==> src/rtl/posit_quire_stream_accum.sv <==
// Streaming posit reduction: exact Kulisch-quire accumulation, round-to-nearest-even on the last element.
// Define POSIT_QUIRE_STREAM_ACCUM_COUNT_EN to add the saturating element counter on out_count.
module posit_quire_stream_accum #(
   parameter int WIDTH      = 8,
   parameter int ES         = 1,
   parameter int OVERFLOW   = 0,
   parameter int COUNT_BITS = 16
) (
   input  logic                  clock,
   input  logic                  reset,
   input  logic                  in_valid,
   output logic                  in_ready,
   input  logic [WIDTH-1:0]      in_data,
   input  logic                  in_negate,
   input  logic                  in_last,
   output logic                  out_valid,
   input  logic                  out_ready,
   output logic [WIDTH-1:0]      out_data,
   output logic                  out_is_inf
`ifdef POSIT_QUIRE_STREAM_ACCUM_COUNT_EN
   ,
   output logic [COUNT_BITS-1:0] out_count
`endif
);

   // Fraction bits reach minpos; non-fraction bits hold maxpos, the sign and OVERFLOW headroom.
   localparam int MAX_SCALE    = (WIDTH - 2) << ES;
   localparam int FRAC_BITS    = MAX_SCALE;
   localparam int NONFRAC_BITS = MAX_SCALE + 2 + OVERFLOW;
   localparam int QW           = FRAC_BITS + NONFRAC_BITS;
   localparam int XW           = WIDTH + 1 + ES + QW;
   localparam logic [WIDTH-1:0] NAR = {1'b1, {(WIDTH-1){1'b0}}};

   typedef enum logic [1:0] {ACCUM, DRAIN, OUTPUT} state_t;

   function automatic logic [QW-1:0] to_quire(input logic [WIDTH-1:0] p, input logic neg);
      logic [WIDTH-2:0] body, rest;
      logic [ES-1:0]    e;
      logic [QW-1:0]    fixed;
      logic             rbit, done;
      int               run, scale, sh;
      body = p[WIDTH-1] ? -p[WIDTH-2:0] : p[WIDTH-2:0];
      rbit = body[WIDTH-2];
      run  = 0;
      done = 1'b0;
      for (int i = WIDTH - 2; i >= 0; i--) begin
         if (!done && body[i] == rbit) run++;
         else done = 1'b1;
      end
      rest  = body << (run + 1);
      e     = rest[WIDTH-2 -: ES];
      rest  = rest << ES;
      scale = (rbit ? run - 1 : -run) * (1 << ES) + int'(e);
      sh    = scale + FRAC_BITS - (WIDTH - 1);
      fixed = QW'({1'b1, rest});
      fixed = (sh >= 0) ? fixed << sh : fixed >> (-sh);
      if (p[WIDTH-1] ^ neg) fixed = -fixed;
      if (p == '0 || p == NAR) fixed = '0;
      return fixed;
   endfunction

   function automatic logic [WIDTH-1:0] to_posit(input logic [QW-1:0] q);
      logic [QW-1:0]    mag, frac;
      logic [XW-1:0]    tail, regime, x;
      logic [WIDTH-2:0] body;
      logic [WIDTH-1:0] res;
      logic [ES-1:0]    e;
      logic             guard, sticky_bits, up;
      int               msb, scale, k, rl;
      mag = q[QW-1] ? -q : q;
      msb = 0;
      for (int i = 0; i < QW; i++) if (mag[i]) msb = i;
      scale = msb - FRAC_BITS;
      k     = scale >>> ES;
      e     = scale[ES-1:0];
      rl    = (k >= 0) ? k + 2 : 1 - k;
      frac  = mag << (QW - msb);
      // Regime run, terminator, exponent and fraction laid out MSB-first; two trailing bits drive RNE.
      tail   = {e, frac, {(WIDTH+1){1'b0}}} >> rl;
      regime = (k >= 0) ? ~({XW{1'b1}} >> (rl - 1)) : ({1'b1, {(XW-1){1'b0}}} >> (rl - 1));
      x      = regime | tail;
      body        = x[XW-1 -: WIDTH-1];
      guard       = x[XW-WIDTH];
      sticky_bits = |x[XW-WIDTH-1:0];
      up          = guard & (body[0] | sticky_bits);
      body        = body + {{(WIDTH-2){1'b0}}, up};
      if (scale > MAX_SCALE) body = '1;
      res = {1'b0, body};
      if (q[QW-1]) res = -res;
      if (q == '0) res = '0;
      return res;
   endfunction

   state_t        state;
   logic [QW-1:0] s1_fixed, quire;
   logic          s1_valid, s1_last, s1_inf, s2_last, sticky;
   logic          accept, release_out;

   assign accept      = in_valid && in_ready;
   assign release_out = out_valid && out_ready;

   always_ff @(posedge clock) begin
      if (reset) begin
         state      <= ACCUM;
         in_ready   <= 1'b1;
         out_valid  <= 1'b0;
         out_data   <= '0;
         out_is_inf <= 1'b0;
         s1_valid   <= 1'b0;
         s1_last    <= 1'b0;
         s1_inf     <= 1'b0;
         s1_fixed   <= '0;
         s2_last    <= 1'b0;
         quire      <= '0;
         sticky     <= 1'b0;
      end else begin
         s1_valid <= accept;
         s1_last  <= accept && in_last;
         s1_inf   <= accept && (in_data == NAR);
         s1_fixed <= to_quire(in_data, in_negate);
         s2_last  <= s1_valid && s1_last;
         if (s1_valid) quire <= quire + s1_fixed;
         if (s1_inf) sticky <= 1'b1;
         case (state)
            ACCUM: if (accept && in_last) begin
               in_ready <= 1'b0;
               state    <= DRAIN;
            end
            DRAIN: if (s2_last) begin
               out_data   <= sticky ? NAR : to_posit(quire);
               out_is_inf <= sticky;
               out_valid  <= 1'b1;
               state      <= OUTPUT;
            end
            OUTPUT: if (release_out) begin
               out_valid <= 1'b0;
               quire     <= '0;
               sticky    <= 1'b0;
               in_ready  <= 1'b1;
               state     <= ACCUM;
            end
            default: state <= ACCUM;
         endcase
      end
   end

`ifdef POSIT_QUIRE_STREAM_ACCUM_COUNT_EN
   logic [COUNT_BITS-1:0] count;

   always_ff @(posedge clock) begin
      if (reset) begin
         count     <= '0;
         out_count <= '0;
      end else begin
         if (release_out) count <= '0;
         else if (accept && count != '1) count <= count + COUNT_BITS'(1);
         if (state == DRAIN && s2_last) out_count <= count;
      end
   end
`endif

endmodule
==> config.mk <==
export PLATFORM = sky130hd
export DESIGN_NAME = posit_quire_stream_accum
export DESIGN_NICKNAME = d
export VERILOG_FILES = /design/src/rtl/posit_quire_stream_accum.sv
export SDC_FILE = /design/constraint.sdc
export NUM_CORES = 1
export LEC_CHECK = 0
export CORE_ASPECT_RATIO = 1.75
export CORE_MARGIN = 5
export CORE_UTILIZATION = 28
export CTS_BUF_LIST = sky130_fd_sc_hd__clkbuf_8
export CTS_CLUSTER_DIAMETER = 80
export DETAILED_ROUTE_END_ITERATION = 16
export PLACE_DENSITY = 0.38
export SYNTH_ARGS = -nofsm -noshare
export SYNTH_HDL_FRONTEND = slang
export SYNTH_SLANG_ARGS = --single-unit
==> constraint.sdc <==
create_clock -name clock -period 13.7 [get_ports clock]
set_clock_uncertainty 0.1 [all_clocks]
set_input_delay 2.055 -clock clock [delete_from_list [all_inputs] [get_ports clock]]
set_output_delay 2.055 -clock clock [all_outputs]
set_load 0.005 [all_outputs]
==> Word-level counts from Yosys, hierarchy flattened <==
Cells that the tools add are included.
{ "word_totals": {"inputBits": 14, "n_memories": 0, "word_cells": 174, "register_bits": 70, "latchBits": 0, "out_inout_bits": 11, "mem_bits_ro": 0, "ram_bits": 0} }
{ "classes": {"n_bitwise": 5, "mul": 0, "n_reduce_logical": 29, "shifts": 7, "n_addsub": 24, "div_mod_pow": 0, "mux": 82, "n_eq_ne": 12, "n_lt_le_gt_ge": 3} }
{ "op_table": {"columns": ["op", "n"], "rows": [
  ["$mux 32", 41],
  ["$add 32x2->32 const B", 7],
  ["$mux 26", 6],
  ["$shr 36x32->36 const A", 2],
  ["$neg 26->26", 2],
  ["$mux 36", 1],
  ["$not 36->36", 1],
  ["$or 36x36->36", 1],
  ["$shr 36x32->36", 1],
  ["$mux 7", 5],
  ["$add 31x3->32 const B", 1],
  ["$add 32x2->32", 1],
  ["$add 32x5->32 const B", 1],
  ["$ge 32x1->1 const B", 1],
  ["$gt 32x5->1 const B", 1],
  ["$neg 32->32", 1],
  ["$shl 26x32->26", 1],
  ["$shl 7x32->7", 1],
  ["$shl 8x32->26", 1],
  ["$shr 8x32->26", 1],
  ["$sub 2x31->32 const A", 1],
  ["$sub 32x2->32 const B", 1],
  ["$sub 32x4->32 const B", 1],
  ["$sub 32x5->32 const B", 1],
  ["other kinds (33)", 81]
]} }

==> Longest topological paths before layout <==
{ "logic_depth": {"ltp_word": 50, "ltp_mapped": 38, "mapped_depth_nobuf": 35} }

==> Least setup slack after synthesis <==
Ideal clock, no wire load.
{ "synth_path": {"kind": "input to register", "start": "in in_data[4]", "end": "reg s1_fixed[24]", "path_slack_ps": 3916, "required_time_ps": 13472, "path_stages": 34, "setup_time_ps": 128, "path_buffers": 2, "t_arrival_ps": 9557, "cell_sequence": "or3_4 -> o31ai_4 -> xor2_1 -> nand2_1 -> o22ai_1 -> inv_1 -> ha_1 -> a21o_1 -> ha_1 -> mux2_2 -> ha_1 -> buf_1 -> inv_1 -> o32ai_1 -> a21oi_1 -> mux2_2 -> nand2_2 -> inv_1 -> buf_2 -> ha_1 -> nor2_1 -> a2111oi_1 -> a2111oi_1 -> a22oi_1 -> o31ai_1 -> nand3_1 -> or3_1 -> ha_1 -> o211ai_1 -> nand2b_1 -> nand3b_1 -> o21ai_0 -> xnor2_1 -> nor2_1"} }
{ "synth_between": {"elab_chain_cells": 36, "word_cells_on_any_way": 65, "cone_classes": "add/sub (14); order compare (1); eq/ne (7); shift (3); mux (26); reduce/logical (14)"} }
{ "synth_rtl": {"columns": ["element", "line", "source"], "rows": [
  ["from (decl)", "13", "input logic [WIDTH-1:0] in_data,"],
  ["parallel branches: the longest is 36 deep, another holds $add 32x2->32", null, null],
  ["to (signal assigned)", "120", "s1_fixed <= to_quire(in_data, in_negate);"],
  ["to (decl)", "95", "logic [QW-1:0] s1_fixed, quire;"]
]} }
Parallel ways; which one is timed is not known. The select of a mux whose other input is x is not followed.
A chain may end at the register's enable or synchronous reset.

==> Final worst setup path <==
{ "layout_path": {"start": "in in_data[0]", "end": "reg s1_fixed[24]"} }
Same word-level chain as after synthesis.

==> metrics.md <==
| Metric | Value |
|---|---|
| FP Rows | 100 |
| CTS root buf | clkbuf_8 |
| Total CTS buffers | 9 |
| Initial DRC count | 765 |
| Ports | 25 |
| Post-CTS setup buffer count | 0 |
| Pwr dens | 277 nW/µm² |
| Initial antenna violation count | 1 |
| Starting Density | 28.3% |
| Reg clk slew, reported paths | 0.07 ns |
| Layout area overhead | 7.40% |
| Clock Tree Buf Depth | 2 |
| Synth warn | 0 |
| Crit Path Class | in -> reg |
| Die span in y | about 280 µm |
| WHS Path Cells | 2 |
| # nets final | 1713 |
| Total clock sinks | 70 |
| Synth top area cells | dfxtp_1 12%, nor2_1 5.6%, a21oi_1 5.1% |
| Final ANT Viol Nets | 0 |
| Most frequent cells after synthesis | 178 x nor2_1, 134 x nand2_1, 122 x a21oi_1 |
| Post-synth top area share | 11.7% |
| Setup Viol. Count Final | 0 |
| Ys flop type | dfxtp_1 |
| H-Tree Depth | 3 |
| CTS tree | yes |
| Post_cts resized | 0 |
| Routed via count | 13200 |
| Grt total ovfl | 0 |
| Skew-Pair Late Insertion Delay | between 0.3 and 0.4 ns |
| Final Max Tran Viols | 0 |
| Most frequent CP cell | ha_1 |
| Worst reg2reg path depth | 36 |
| Core Area | 42400 µm² |
| Final period utilization | 84.0% |
| P_leak | 4.65 nW |
| Slowest cell on the critical path | clkdlybuf4s50_1 |
| Setup TNS | 0 ns |
| Layout Cells excl Fill | around 2200 |
| RD Place Congestion | 0.966 |
| Drt drc | 0 |
| Minimum clock period | 11.51 ns |
| Die W | around 170 µm |
| MaxCap Viol Count | 0 |
| Hold path start | s1_inf$_SDFF_PP0_ |
| Async set-or-reset flop fraction in the synthesized netlist | 0% |
| Maximum VDD drop | around 150 µV |
| WL final | a little over 50 mm |
| Most frequent cell after synthesis | nor2_1 |
| Worst R2R Start | quire[0]$_SDFF_PP0_ |
| WP data required | 13.83 ns |
| CTS hold repair buffers | 0 |
| Fill count | 4721 |
| Mean Syn Cell Area | 7.08 µm² |
| Measured slew at the worst slew-check pin | 1.09 ns |
| Drt wl/cell | 23.1 µm |
| Status | completed |
| RSZ-0062 raised after global routing | false |
| Vias in the first global route | approximately 13000 |
| Netlist cell types | around 120 |
| CP arrival | 11.64 ns |
| Worst-path maximum fanout | 13 |
| Largest net degree at the start of global routing | between 40 and 50 |
| Sequential area share after synthesis | 11.7% |
| Dpl hpwl | 42.1 mm |
| Post-synth EDFFs | 0 |
| DP Cell Count | 2200 |
| Max Clock Freq | 0.0869 GHz |
| First-pass DRT Iterations | 5 |
| Critical Path Source Type | primary input |
| Share of cells above drive strength 1 | 8.83% |
| Worst path max stage delay | ~0.7 ns |
| Max-slew headroom | between 20% and 30% |
| Final Hold Vio Count | 0 |
| Die area | 47200 µm² |
| Cell count after synthesis | 1694 |
| Port buffer count | 24 |
| First-pass GRT wire length | 78.7 mm |
| R2r setup slk | 2.93 ns |
| Mapped cell area | 12000 µm² |
| GRT Total Usage | 20.9% |
| Endpoint of the worst hold path | sticky$_SDFF_PP0_ |
| Seq cells post-synth | 70 |
| Via/cell ratio | 5.96 |
| Hold WC Path Type | reg -> reg |
| R2R Path End | out_data[6]$_SDFFE_PP0P_ |
| Leading area contributor after synthesis | dfxtp_1 |
| Worst setup EP type | flip-flop |
-- where the power goes --
group          switching [W]  internal, W  leakage, nW
clock              0.0000800    0.0000810       0.0884
combinational        0.00220     0.000981         4.00
sequential         0.0000164     0.000218        0.566
total                0.00229      0.00128         4.65
-- placed cells by master, fill, tap and decap left out, types with 20 or more instances in the layout --
master           synthesis  final
ha_1                    48     48
dfxtp_1                 70     68
a211oi_1                38     38
xnor2_1                 68     68
inv_1                   46     47
nor3_1                  64     64
and2_1                  21     21
buf_4                    5     29
a21oi_1                122    122
xor2_1                  34     34
o21ai_0                 89     89
clkdlybuf4s50_1          0     24
o211ai_1                35     35
nand3_1                 75     75
mux2i_1                 45     45
nand2_1                134    134
nor4_1                  21     20
nor2_1                 178    178
a31oi_1                 45     45
-- area by class of cell --
class	count	area, µm²	area share, %
Antenna cell	1	2.50	0.0194
Clock buffer	9	124	0.962
Clock inverter	5	53.8	0.418
Inverter	52	195	1.52
Multi-Input combinational cell	1464	9940	77.2
Sequential cell	70	1400	10.9
Tap cell	561	702	5.45
Timing Repair Buffer	53	458	3.56
-- critical path: cells and delay by family --
kind,cells,cell delay (ns)
simple gates,12,2.73
compound gates,10,2.56
fa+ha+maj,6,1.86
buf+inv,5,1.61
mux,2,0.66
xor+xnor,1,0.15
-- worst max path at each step --
stage | start | endpoint | slack [ns] | depth (start not counted)
after detailed placement | in_data[0] | s1_fixed[24]$_SDFF_PP0_ | 1.77 | 35
after global placement | in_data[0] | s1_fixed[24]$_SDFF_PP0_ | 1.94 | 35
after CTS | in_data[0] | s1_fixed[24]$_SDFF_PP0_ | 2.15 | 35
after global routing | in_data[0] | s1_fixed[24]$_SDFF_PP0_ | 1.42 | 36
after floorplan | in_data[4] | s1_fixed[24]$_SDFF_PP0_ | 3.92 | 34
final | in_data[0] | s1_fixed[24]$_SDFF_PP0_ | 2.19 | 36
-- flip-flops by register name, indices dropped and copies added, names as in the netlist --
signal / flops
quire: 26
s1_fixed: 26
out_data: 8
state: 2
in_ready: 1
out_is_inf: 1
out_valid: 1
s1_inf: 1
s1_last: 1
s1_valid: 1
s2_last: 1
sticky: 1
-- stage by stage --
stage	hold slack, ns	setup WS (ns)	total power (W)	instance area [µm²]	utilization (%)
after floorplan	0.304	3.92	0.00248	12000	-
after global placement	0.319	1.94	0.00339	12700	29.9
after detailed placement	0.323	1.77	0.00337	12700	29.9
after CTS	0.342	2.15	0.00355	12900	30.4
after global routing	0.357	1.42	0.00384	12900	30.4
final	0.336	2.19	0.00357	12900	30.4
-- kinds of logic after synthesis --
logic type	share of synthesized area (%)
DFF	11.7
muxes	5.00
other	0.0313
and+or+nand+nor	27.2
buffers and inverters	5.58
AOI/OAI and AO/OA	37.2
xor gates and xnor gates	8.16
adders and majority gates	5.18
-- per-layer routing --
metal	track usage, %	wire [µm]	vias up
met5	0	0	-
met4	15.9	4500	0
met3	1.44	1150	163
met2	42.3	28800	341
met1	18.5	16800	6303
li1	-	-	6403
No activity file was read; power rests on OpenSTA's default activity.
